--- config.mk ---
export PLATFORM = sky130hd
export DESIGN_NAME = xor_pipe
export DESIGN_NICKNAME = d
export VERILOG_FILES = /design/src/rtl/xor_pipe.sv
export SDC_FILE = /design/constraint.sdc
export NUM_CORES = 1
export LEC_CHECK = 0
export ABC_CLOCK_PERIOD_IN_PS = 1500
export CORE_MARGIN = 5
export CORE_UTILIZATION = 43
export DETAILED_ROUTE_END_ITERATION = 12
export GPL_ROUTABILITY_DRIVEN = 0
export GPL_TIMING_DRIVEN = 0
export PLACE_DENSITY = 0.77
export SLEW_MARGIN = 25
export SYNTH_ARGS = -nofsm -noshare
export SYNTH_HDL_FRONTEND = slang
export SYNTH_SLANG_ARGS = --single-unit
--- constraint.sdc ---
create_clock -name clk -period 1.5 [get_ports clk]
set_input_delay 0.225 -clock clk [delete_from_list [all_inputs] [get_ports clk]]
set_output_delay 0.225 -clock clk [all_outputs]
set_load 0.01 [all_outputs]
--- src/rtl/xor_pipe.sv ---
// Pipelined WIDTH-bit XOR / running-XOR accumulator with valid/ready handshake and full-pipeline stall.
// Optional per-slot parity is enabled by defining XOR_PIPE_PARITY_EN.
module xor_pipe #(
    parameter int WIDTH  = 8,
    parameter int STAGES = 2
) (
    input  logic             clk,
    input  logic             rst,
    input  logic             in_valid,
    output logic             in_ready,
    input  logic [WIDTH-1:0] a,
    input  logic [WIDTH-1:0] b,
    input  logic             mode,
    input  logic             acc_clr,
    output logic             out_valid,
    input  logic             out_ready,
    output logic [WIDTH-1:0] out_data,
    output logic             out_parity
);

    logic             valid_reg [STAGES];
    logic [WIDTH-1:0] data_reg  [STAGES];
    logic [WIDTH-1:0] acc_reg;
    logic [WIDTH-1:0] acc_base;
    logic [WIDTH-1:0] acc_next;
    logic [WIDTH-1:0] slot0_data;
    logic             advance;
    logic             accept;

    assign advance   = !valid_reg[STAGES-1] || out_ready;
    assign accept    = in_valid && advance;
    assign in_ready  = advance;
    assign out_valid = valid_reg[STAGES-1];
    assign out_data  = data_reg[STAGES-1];

    // A clear coinciding with a mode-1 beat takes effect before the beat is folded in.
    always_comb begin
        acc_base   = acc_clr ? '0 : acc_reg;
        acc_next   = acc_base ^ a ^ b;
        slot0_data = mode ? acc_next : (a ^ b);
    end

    always_ff @(posedge clk) begin
        if (rst) begin
            acc_reg <= '0;
        end else if (accept && mode) begin
            acc_reg <= acc_next;
        end else if (acc_clr) begin
            acc_reg <= '0;
        end
    end

    always_ff @(posedge clk) begin
        if (rst) begin
            valid_reg[0] <= 1'b0;
            data_reg[0]  <= '0;
        end else if (advance) begin
            valid_reg[0] <= accept;
            data_reg[0]  <= accept ? slot0_data : '0;
        end
    end

    genvar gi;
    generate
        for (gi = 1; gi < STAGES; gi++) begin : g_slot
            always_ff @(posedge clk) begin
                if (rst) begin
                    valid_reg[gi] <= 1'b0;
                    data_reg[gi]  <= '0;
                end else if (advance) begin
                    valid_reg[gi] <= valid_reg[gi-1];
                    data_reg[gi]  <= data_reg[gi-1];
                end
            end
        end
    endgenerate

`ifdef XOR_PIPE_PARITY_EN
    logic parity_reg [STAGES];

    always_ff @(posedge clk) begin
        if (rst) begin
            parity_reg[0] <= 1'b0;
        end else if (advance) begin
            parity_reg[0] <= accept ? ^slot0_data : 1'b0;
        end
    end

    generate
        for (gi = 1; gi < STAGES; gi++) begin : g_par
            always_ff @(posedge clk) begin
                if (rst) begin
                    parity_reg[gi] <= 1'b0;
                end else if (advance) begin
                    parity_reg[gi] <= parity_reg[gi-1];
                end
            end
        end
    endgenerate

    assign out_parity = parity_reg[STAGES-1];
`else
    assign out_parity = 1'b0;
`endif

endmodule

==> results.rst, run 1 <==
.. list-table::
   :header-rows: 1

   * - Metric
     - Value
   * - Clock tree from TritonCTS
     - built
   * - Cell type with the highest aggregate area in the netlist
     - sky130_fd_sc_hd__edfxtp_1
   * - Top layer used by detailed routing
     - met4
   * - Period minus WS final
     - 1448 ps
   * - Total power
     - 0.001580 W
   * - Worst path top cell family by delay
     - buffers and inverters
   * - Peak fanout along the critical path
     - 2
   * - RSZ-0062 raised after global routing
     - false
   * - Final critical-path setup slack
     - 52.30 ps
   * - DR pass1 iterations
     - 4
   * - Slowest cell on the critical path
     - sky130_fd_sc_hd__clkdlybuf4s50_1
   * - HPWL after detailed placement
     - 1794 um
   * - DR DRC count
     - 0
   * - Total grt overflow
     - 0
   * - Cell Chain, Critical Path
     - clkdlybuf4s50_1
   * - Number of flip-flops in the largest register
     - 16
   * - Most common cell after layout, fill and taps aside
     - sky130_fd_sc_hd__clkdlybuf4s50_1
   * - Post-route cell area
     - 0.001733 mm2
   * - Per-cell via count in the routed design
     - 5.286
   * - Fin nets
     - 172
   * - Portion of total power attributed to combinational logic
     - 0.168
   * - WL per Instance
     - 13.23 um
   * - Commonest cells after routing, fill and taps aside
     - sky130_fd_sc_hd__clkdlybuf4s50_1, sky130_fd_sc_hd__edfxtp_1, sky130_fd_sc_hd__and3_1
   * - Max Freq
     - 0.6907 GHz
   * - Final Skew
     - 13.06 ps
   * - Worst setup SP type
     - flop
   * - Clock latency of the later-clocked register in the worst-skew pair
     - 330 ps
   * - Number of buffers on the longest clock path
     - 2
   * - Clock tree root driver cell
     - sky130_fd_sc_hd__clkbuf_4
   * - WS Path Type
     - flop to primary output
   * - Port Buf Inserts
     - 30
   * - CP Data Required Time
     - 1270 ps
   * - Sw Ratio
     - 0.2201
   * - Worst endpoint data arrival time
     - 1220 ps
   * - Width of the die
     - 65.41 um
   * - Core region area
     - 0.003003 mm2
   * - Largest net degree at the start of global routing
     - 19
   * - Post-synthesis instance total
     - 114
   * - Final setup violation count
     - 0
   * - Total buffers and inverters traversed by the critical path
     - 1
   * - Yosys warning total
     - 0
   * - Max IR drop VDD
     - 0.3717 mV
   * - Number of diodes
     - 0
   * - Type of destination of the critical path
     - primary output
   * - Level count of the clock H-tree
     - 1
   * - WL final
     - 2407 um
   * - Final count of pins violating max slew
     - 0
   * - Critical Path Max Stage Delay
     - 530 ps
   * - Average size of a mapped cell
     - 11.58 um2
   * - Wire length the detailed router placed on met1
     - 1040 um
   * - Leading post-synthesis cells by cell area
     - sky130_fd_sc_hd__edfxtp_1, sky130_fd_sc_hd__dfxtp_1, sky130_fd_sc_hd__mux2i_1
   * - Post-synthesis sequential element count
     - 26
   * - Overall fraction of global-route tracks in use
     - 0.1107
   * - Switching pwr
     - 0.0003478 W
   * - Post-synth cell types
     - 25
   * - Number of maximum-capacitance constraint violations
     - 0
   * - Number of top-level design ports
     - 33
   * - Overall via count from detail_route
     - 962
   * - Worst min-delay path category
     - primary input to flop
   * - Die area
     - 0.004278 mm2
   * - FP Rows
     - 20
   * - Clock buffers created by TritonCTS
     - 3
   * - Synth Net Count
     - 136
   * - Number of nets still failing antenna checks after routing
     - 0
   * - Share of synthesized area occupied by flip-flops and latches
     - 0.5308
   * - Power share of the sequential group
     - 0.524
   * - Lkg Pwr
     - 0.7210 nW
   * - DRC violation total after the first TritonRoute iteration
     - 19
   * - Area share of the leading cell type in the synthesized netlist
     - 0.4095
   * - Detailed-routed wire length on met3
     - 102 um
   * - Proportion of power drawn by the clock network
     - 0.308
   * - Area growth from synthesis to layout
     - 31.28%
   * - Fraction of final layout cells sized beyond drive strength 1
     - 0.1611
   * - Run status
     - complete, no violations
   * - Post-placement cell area
     - 0.001662 mm2
   * - Clock-pin slew on the worst setup and hold paths
     - 150 ps
   * - Total of hold buffers inserted after clock tree synthesis
     - 0
   * - Number of antenna violations at the first check in global routing
     - 0
   * - Share of the clock period used by the worst path
     - 0.9651
   * - # fillers
     - 240
   * - Clk sinks
     - 26
   * - Initial core utilization
     - 0.4396
   * - Vias in the first global route
     - 866
   * - Internal power
     - 0.001232 W
   * - Number of hold violations in the final report
     - 0
   * - Total standard cell area after synthesis
     - 0.001320 mm2
   * - First-pass GRT wire length
     - 3739 um
   * - Die Span Y
     - 65.41 um
   * - Pwr per Cell Area
     - 911.8 mW/mm2
   * - Pre-CTS setup slack
     - -405.0 ps
   * - Routed length on met2
     - 1242 um
==> cells by family after synthesis <==
logic type | count (synthesis) | synth area share
simple gates | 45 | 0.2009
flops | 26 | 0.5308
mux | 8 | 0.06067
buf+inv | 10 | 0.04738
other cells | 1 | 0.002841
compound gates | 8 | 0.05118
xor+xnor | 16 | 0.1062
==> power by group through the flow <==
stage	registers [W]	logic, W	clock network (W)
2_1_floorplan	0.000851	0.000133	0
3_3_place_gp	0.000842	0.000257	0
3_5_place_dp	0.000845	0.000262	0
4_1_cts	0.000828	0.000264	0.000489
5_1_grt	0.000832	0.000288	0.000513
6_report	0.000828	0.000266	0.000486
==> cells in the mapped netlist, drive strengths merged <==
master,instances
edfxtp,18
inv,3
nor2,8
xnor2,8
buf,5
nand3b,8
nand3,9
dfxtp,8
nand2,2
clkinv,1
nor2b,1
nor3,4
and3,9
nand4,4
clkbuf,1
mux2i,8
xor2,8
conb,1
a21o,8
==> metal layers <==
| metal | up-vias | GRT usage |
|---|---|---|
| met2 | 28 | 0.1985 |
| li1 | 473 | - |
| met1 | 457 | 0.1391 |
| met3 | 4 | 0.01709 |
| met5 | - | 0 |
| met4 | 0 | 0.02591 |
==> area by class of cell <==
class	instances	area, um2	area share
Buffer	5	41.29	0.02383
Clock buffer	3	22.52	0.01300
Clock inverter	1	30.03	0.01733
Inverter	4	21.27	0.01227
Multi-Input combinational cell	78	559.3	0.3227
Sequential cell	26	700.7	0.4043
Tap cell	33	41.29	0.02383
Timing Repair Buffer	32	316.6	0.1827
==> what timing repair did <==
item                       4_1_cts  5_1_grt
gates resized for setup          4        2
hold endpoints to repair         0        0
setup endpoints to repair        1       15
setup buffers                    1        1
==> metrics by stage <==
stage	cells	setup TNS, ps	utilization	hold slack, ps
6_report	182	0	0.5771	186.2
5_1_grt	182	0	0.5771	180.1
4_1_cts	181	0	0.5729	189.3
3_5_place_dp	177	-6623	0.5533	489.2
3_3_place_gp	177	-5651	0.5533	472.5
2_1_floorplan	114	0	-	422.7
==> worst paths after layout <==
kind	from	to	slack, ps	cells after the start
max	valid_reg[1]	out_valid	50	1
max reg2reg	valid_reg[1]	data_reg[0][6]	200	5
min reg2reg	acc_reg[3]	acc_reg[3]	510	2
min	rst	acc_reg[1]	190	3
Note: power is estimated with default switching activity, not from simulation.
==> inputs of run 2 (changes only) <==
- CORE_MARGIN: 5 -> 1.5
==> results.rst, run 2 (synthesized netlist as in run 1, its figures left out) <==
.. list-table::
   :header-rows: 1

   * - Metric
     - Value
   * - Number of nets still failing antenna checks after routing
     - 0 (unchanged)
   * - Number of diodes
     - 0 (unchanged)
   * - Clock latency of the later-clocked register in the worst-skew pair
     - 310 ps (was 330 ps)
   * - Peak fanout along the critical path
     - 1 (was 2)
   * - Per-cell via count in the routed design
     - 5.413 (was 5.286)
   * - Inst Count DP
     - 175 (was 177)
   * - DRC violation total after the first TritonRoute iteration
     - 9 (was 19)
   * - Number of flip-flops in the largest register
     - 16 (unchanged)
   * - Worst setup SP type
     - flop (unchanged)
   * - Fraction of final layout cells sized beyond drive strength 1
     - 0.1486 (was 0.1611)
   * - DR DRC count
     - 0 (unchanged)
   * - DR pass1 iterations
     - 4 (unchanged)
   * - Die Span Y
     - 58.41 um (was 65.41 um)
   * - Max Freq
     - 0.7017 GHz (was 0.6907 GHz)
   * - Final setup violation count
     - 0 (unchanged)
   * - Critical Path Max Stage Delay
     - 540 ps (was 530 ps)
   * - Run status
     - complete, no violations (unchanged)
   * - # fillers
     - 238 (was 240)
   * - WL per Instance
     - 12.94 um (was 13.23 um)
   * - Pwr per Cell Area
     - 816.2 mW/mm2 (was 911.8 mW/mm2)
   * - Period minus WS final
     - 1425 ps (was 1448 ps)
   * - Final Skew
     - 14.93 ps (was 13.06 ps)
   * - FP Rows
     - 19 (was 20)
   * - Total buffers and inverters traversed by the critical path
     - 1 (unchanged)
   * - CP Data Required Time
     - 1270 ps (about the same)
   * - Port Buf Inserts
     - 30 (unchanged)
   * - Fin nets
     - 171 (was 172)
   * - Clock-pin slew on the worst setup and hold paths
     - 140 ps (was 150 ps)
   * - Clock buffers created by TritonCTS
     - 3 (unchanged)
   * - Final count of pins violating max slew
     - 0 (unchanged)
   * - Number of antenna violations at the first check in global routing
     - 0 (unchanged)
   * - Area growth from synthesis to layout
     - 28.06% (was 31.28%)
   * - Type of destination of the critical path
     - primary output (unchanged)
   * - Most common cell after layout, fill and taps aside
     - sky130_fd_sc_hd__clkdlybuf4s50_1 (unchanged)
   * - Worst min-delay path category
     - primary input to flop (unchanged)
   * - Worst path top cell family by delay
     - buffers and inverters (unchanged)
   * - WS Path Type
     - flop to primary output (unchanged)
   * - RSZ-0062 raised after global routing
     - false (unchanged)
   * - Worst hold margin
     - 202.4 ps (was 186.2 ps)
   * - Clock tree root driver cell
     - sky130_fd_sc_hd__clkbuf_4 (unchanged)
   * - Max IR drop VDD
     - 0.3741 mV (was 0.3717 mV)
   * - Number of hold violations in the final report
     - 0 (unchanged)
   * - WL final
     - 2317 um (was 2407 um)
   * - Width of the die
     - 58.41 um (was 65.41 um)
   * - Total grt overflow
     - 0 (unchanged)
   * - Slowest cell on the critical path
     - sky130_fd_sc_hd__clkdlybuf4s50_1 (unchanged)
   * - Number of maximum-capacitance constraint violations
     - 0 (unchanged)
   * - Level count of the clock H-tree
     - 1 (unchanged)
   * - Initial core utilization
     - 0.4666 (was 0.4396)
   * - Clk sinks
     - 26 (unchanged)
   * - Share of the clock period used by the worst path
     - 0.9501 (was 0.9651)
   * - Clock tree from TritonCTS
     - built (unchanged)
   * - Core region area
     - 0.002829 mm2 (was 0.003003 mm2)
   * - Overall fraction of global-route tracks in use
     - 0.1426 (was 0.1107)
   * - Overall via count from detail_route
     - 969 (was 962)
   * - Worst endpoint data arrival time
     - 1200 ps (was 1220 ps)
   * - Total power
     - 0.001380 W (was 0.001580 W)
   * - Vias in the first global route
     - 878 (was 866)
   * - Number of buffers on the longest clock path
     - 2 (unchanged)
   * - First-pass GRT wire length
     - 3795 um (was 3739 um)
   * - Largest net degree at the start of global routing
     - 19 (unchanged)
   * - HPWL after detailed placement
     - 1766 um (was 1794 um)
   * - Die area
     - 0.003411 mm2 (was 0.004278 mm2)
   * - Fin cells
     - 179 (was 182)
   * - Number of top-level design ports
     - 33 (unchanged)
   * - Lkg Pwr
     - 0.7181 nW (was 0.7210 nW)
   * - Commonest cells after routing, fill and taps aside
     - sky130_fd_sc_hd__clkdlybuf4s50_1, sky130_fd_sc_hd__edfxtp_1, sky130_fd_sc_hd__and3_1 (unchanged)
   * - Cell Chain, Critical Path
     - clkdlybuf4s50_1 (unchanged)
-- run 2: changes by cell type in the layout (fill, tap and decap cells not counted), sizes merged --
| cell | before | now |
|---|---|---|
| clkdlybuf4s15 | 1 | 0 |
| dlymetal6s2s | 0 | 1 |
| buf | 6 | 5 |
| inv | 2 | 3 |
| bufinv | 1 | 0 |
| clkbuf | 4 | 5 |
| clkdlybuf4s50 | 29 | 28 |
-- run 2: through the flow --
| step | setup TNS [ps] | utilization | area [um2] | setup WS [ps] |
|---|---|---|---|---|
| after CTS | 0 | 0.5975 | 1690 | 1.437 |
| final | 0 | 0.5975 | 1690 | 74.79 |
| after floorplan | 0 | - | 1320 | 92.06 |
| after global placement | -5509 | 0.5865 | 1659 | -381.7 |
| after detailed placement | -6805 | 0.5865 | 1659 | -392.7 |
| after global routing | 0 | 0.5975 | 1690 | 24.63 |
-- run 2: what timing repair did --
action / in CTS / in global routing
hold buffers: 0 / 0
cloned: 0 / 0
pin swaps: 0 / 0
buffers inserted: 1 / 0
endpoints found under the setup margin: 9 / 20
gates resized for setup: 3 / 3
-- run 2: path summary, 6_finish.rpt --
kind	start	cells after the start	slack [ps]	end
max	data_reg[1][1]	1	70	out_data[1]
min	rst	3	200	acc_reg[0]
max reg2reg	valid_reg[1]	4	250	acc_reg[6]
min reg2reg	acc_reg[0]	2	510	acc_reg[0]
-- run 2: layout make-up --
type                            instances  area [um2]  share of cell area
Buffer                                  5       41.29             0.02443
Clock buffer                            3       22.52             0.01332
Clock inverter                          1       3.754            0.002221
Inverter                                4       18.77             0.01110
Multi-Input combinational cell         78       559.3              0.3309
Sequential cell                        26       700.7              0.4145
Tap cell                               31       38.79             0.02295
Timing Repair Buffer                   31       305.3              0.1806
-- run 2: power breakdown --
group / internal (W) / leakage (nW) / total [W] / switching (W)
clock: 0.0000969 / 0.0154 / 0.000289 / 0.000192
combinational: 0.000147 / 0.423 / 0.000263 / 0.000116
sequential: 0.000813 / 0.279 / 0.000828 / 0.0000151
-- run 2: per-layer routing --
layer  global-route usage  vias to the layer above  wire [um]  share of wire
met1               0.1719                      470        976           0.42
met3              0.02637                        0        121          0.052
li1                     -                      472          -              -
met2               0.2665                       27       1220           0.53
met4              0.02326                        0          0              0
met5                    0                        -          0              0
==> inputs of run 3 (changes only) <==
- CTS_BUF_LIST: unset -> sky130_fd_sc_hd__clkbuf_16
- CTS_CLUSTER_DIAMETER: unset -> 120
==> results.rst, run 3 (synthesized netlist as in run 1, its figures left out) <==
.. list-table::
   :header-rows: 1

   * - Metric
     - Value
   * - Run status
     - complete, no violations (unchanged)
   * - First-pass GRT wire length
     - 3795 um (unchanged)
   * - Post-placement cell area
     - 0.001659 mm2 (unchanged)
   * - Worst setup SP type
     - primary input (was flop)
   * - Path depth of the worst reg2reg path
     - 3 (was 4)
   * - Per-cell via count in the routed design
     - 5.397 (was 5.413)
   * - Proportion of power drawn by the clock network
     - 0.349 (was 0.209)
   * - Multi-input combinational cell area
     - 559.3 um2 (unchanged)
   * - Lkg Pwr
     - 0.7241 nW (was 0.7181 nW)
   * - Clock tree root driver cell
     - sky130_fd_sc_hd__clkbuf_16 (was sky130_fd_sc_hd__clkbuf_4)
   * - Fin nets
     - 171 (unchanged)
   * - Total power
     - 0.001678 W (was 0.001380 W)
   * - Period minus WS final
     - 1442 ps (was 1425 ps)
   * - Vias in the first global route
     - 858 (was 878)
   * - Width of the die
     - 58.41 um (unchanged)
   * - Fin cells
     - 179 (unchanged)
   * - FF-to-FF setup slack
     - 160 ps (was 250 ps)
   * - Number of buffers on the longest clock path
     - 2 (unchanged)
   * - Largest net degree at the start of global routing
     - 19 (unchanged)
   * - # fillers
     - 236 (was 238)
   * - Inst Count DP
     - 175 (unchanged)
   * - Clock tree from TritonCTS
     - built (unchanged)
   * - Reg2reg start
     - valid_reg[1] (unchanged)
   * - Number of cells traversed by the worst hold path
     - 3 (unchanged)
   * - Worst min-delay path category
     - primary input to flop (unchanged)
   * - Fraction of final layout cells sized beyond drive strength 1
     - 0.1419 (was 0.1486)
   * - Final Skew
     - 3.651 ps (was 14.93 ps)
   * - Total grt overflow
     - 0 (unchanged)
   * - Max Freq
     - 0.6934 GHz (was 0.7017 GHz)
   * - HPWL after detailed placement
     - 1766 um (unchanged)
   * - WL per Instance
     - 13.12 um (was 12.94 um)
   * - Hold path startpoint
     - rst (unchanged)
   * - Peak fanout along the critical path
     - 15 (was 1)
   * - Pwr per Cell Area
     - 962.3 mW/mm2 (was 816.2 mW/mm2)
   * - Worst path top cell family by delay
     - buffers and inverters (unchanged)
   * - Overall fraction of global-route tracks in use
     - 0.1458 (was 0.1426)
   * - Slowest cell on the critical path
     - sky130_fd_sc_hd__clkdlybuf4s50_1 (unchanged)
   * - Critical Path Max Stage Delay
     - 440 ps (was 540 ps)
   * - Number of top-level design ports
     - 33 (unchanged)
   * - Port Buf Inserts
     - 30 (unchanged)
   * - CP Data Required Time
     - 1270 ps (about the same)
   * - WL final
     - 2348 um (was 2317 um)
   * - Die area
     - 0.003411 mm2 (unchanged)
   * - Power share of the sequential group
     - 0.494 (was 0.600)
   * - Number of diodes
     - 0 (unchanged)
   * - Post-route cell area
     - 0.001744 mm2 (was 0.001690 mm2)
   * - Number of maximum-capacitance constraint violations
     - 0 (unchanged)
   * - Number of flip-flops in the largest register
     - 16 (unchanged)
   * - Setup total negative slack
     - 0 ps (unchanged)
   * - Clock latency of the later-clocked register in the worst-skew pair
     - 260 ps (was 310 ps)
   * - Total buffers and inverters traversed by the critical path
     - 3 (was 1)
   * - Clock buffers created by TritonCTS
     - 3 (unchanged)
   * - Final count of pins violating max slew
     - 0 (unchanged)
   * - Initial core utilization
     - 0.4666 (unchanged)
   * - Internal power
     - 0.001318 W (was 0.001056 W)
   * - Core region area
     - 0.002829 mm2 (unchanged)
   * - R2R Path End
     - data_reg[1][5] (was acc_reg[6])
   * - Portion of total power attributed to combinational logic
     - 0.157 (was 0.191)
   * - Flip-flop and latch area
     - 700.7 um2 (unchanged)
   * - DR DRC count
     - 0 (unchanged)
   * - RSZ-0062 raised after global routing
     - false (unchanged)
   * - Area growth from synthesis to layout
     - 32.13% (was 28.06%)
   * - Type of destination of the critical path
     - primary output (unchanged)
   * - Number of antenna violations at the first check in global routing
     - 0 (unchanged)
   * - Clock-pin slew on the worst setup and hold paths
     - 60 ps (was 140 ps)
   * - FP Rows
     - 19 (unchanged)
   * - Die Span Y
     - 58.41 um (unchanged)
   * - Number of hold violations in the final report
     - 0 (unchanged)
   * - Sw Ratio
     - 0.2149 (was 0.2345)
   * - Number of nets still failing antenna checks after routing
     - 0 (unchanged)
   * - Switching pwr
     - 0.0003607 W (was 0.0003236 W)
   * - Commonest cells after routing, fill and taps aside
     - sky130_fd_sc_hd__clkdlybuf4s50_1, sky130_fd_sc_hd__edfxtp_1, sky130_fd_sc_hd__and3_1 (unchanged)
   * - Clk sinks
     - 26 (unchanged)
   * - Share of the clock period used by the worst path
     - 0.9615 (was 0.9501)
   * - Max IR drop VDD
     - 0.4293 mV (was 0.3741 mV)
   * - DR pass1 iterations
     - 4 (unchanged)
   * - Overall via count from detail_route
     - 966 (was 969)
   * - Cell Chain, Critical Path
     - clkdlybuf4s50_1 > nor2b_4 > inv_4 > dlygate4sd2_1 (was clkdlybuf4s50_1)
   * - Destination of the worst hold path
     - acc_reg[0] (unchanged)
   * - DRC violation total after the first TritonRoute iteration
     - 18 (was 9)
   * - Worst endpoint data arrival time
     - 1220 ps (was 1200 ps)
   * - WS Path Type
     - primary input to primary output (was flop to primary output)
   * - Final setup violation count
     - 0 (unchanged)
   * - Level count of the clock H-tree
     - 1 (unchanged)
   * - Most common cell after layout, fill and taps aside
     - sky130_fd_sc_hd__clkdlybuf4s50_1 (unchanged)
==> run 3: cell count changes in the layout (fill, tap and decap cells not counted), sizes merged <==
cell and delta:
dlymetal6s2s -1, clkdlybuf4s50 +1, clkbuf -1, dlygate4sd2 +1
==> run 3: routing by layer <==
metal | share of wire | up-vias | GRT usage
li1 | - | 471 | -
met1 | 0.42 | 459 | 0.1773
met2 | 0.52 | 33 | 0.2584
met3 | 0.052 | 3 | 0.01978
met4 | 0.012 | 0 | 0.05980
met5 | 0 | - | 0
==> run 3: area by class of cell <==
cell class / count / share of cell area
Inverter: 4 / 0.01076
Sequential cell: 26 / 0.4017
Clock inverter: 1 / 0.002152
Clock buffer: 3 / 0.04304
Tap cell: 31 / 0.02224
Buffer: 5 / 0.02367
Timing Repair Buffer: 31 / 0.1758
Multi-Input combinational cell: 78 / 0.3207
==> run 3: repair_timing <==
| item | in CTS | in global routing |
|---|---|---|
| buffers inserted | 1 | 0 |
| gates resized for setup | 3 | 0 |
| hold buffers | 0 | 0 |
| endpoints found under the setup margin | 19 | 0 |
==> run 3: how the worst max path moves through the flow <==
stage	slack, ps	start	cells after the start	to
2_1_floorplan	90	rst	4	data_reg[0][0]
3_3_place_gp	-380	out_ready	5	in_ready
3_5_place_dp	-390	out_ready	5	in_ready
4_1_cts	40	out_ready	4	in_ready
5_1_grt	0.003	valid_reg[1]	3	in_ready
6_report	60	out_ready	4	in_ready
==> run 3: through the flow <==
step / util / hold WS (ps) / worst slack (ps)
2_1_floorplan: - / 422.7 / 92.06
3_3_place_gp: 0.5865 / 472.4 / -381.7
3_5_place_dp: 0.5865 / 499.3 / -392.7
4_1_cts: 0.6165 / 277.7 / 43.99
5_1_grt: 0.6165 / 289.0 / 0.002998
6_report: 0.6165 / 270.4 / 57.82
==> run 3: power groups by stage <==
| stage | sequential (W) | combinational [W] | clock [W] |
|---|---|---|---|
| after floorplan | 0.000851 | 0.000133 | 0 |
| after global placement | 0.000842 | 0.000256 | 0 |
| after detailed placement | 0.000845 | 0.000262 | 0 |
| after CTS | 0.000829 | 0.000265 | 0.000598 |
| after global routing | 0.000833 | 0.000286 | 0.000623 |
| final | 0.000829 | 0.000264 | 0.000586 |
==> run 3: worst min-delay path, delay by kind of cell <==
family,cells,cell delay (ps)
buffers and inverters,1,110
AOI/OAI and AO/OA,1,90
muxes,1,50
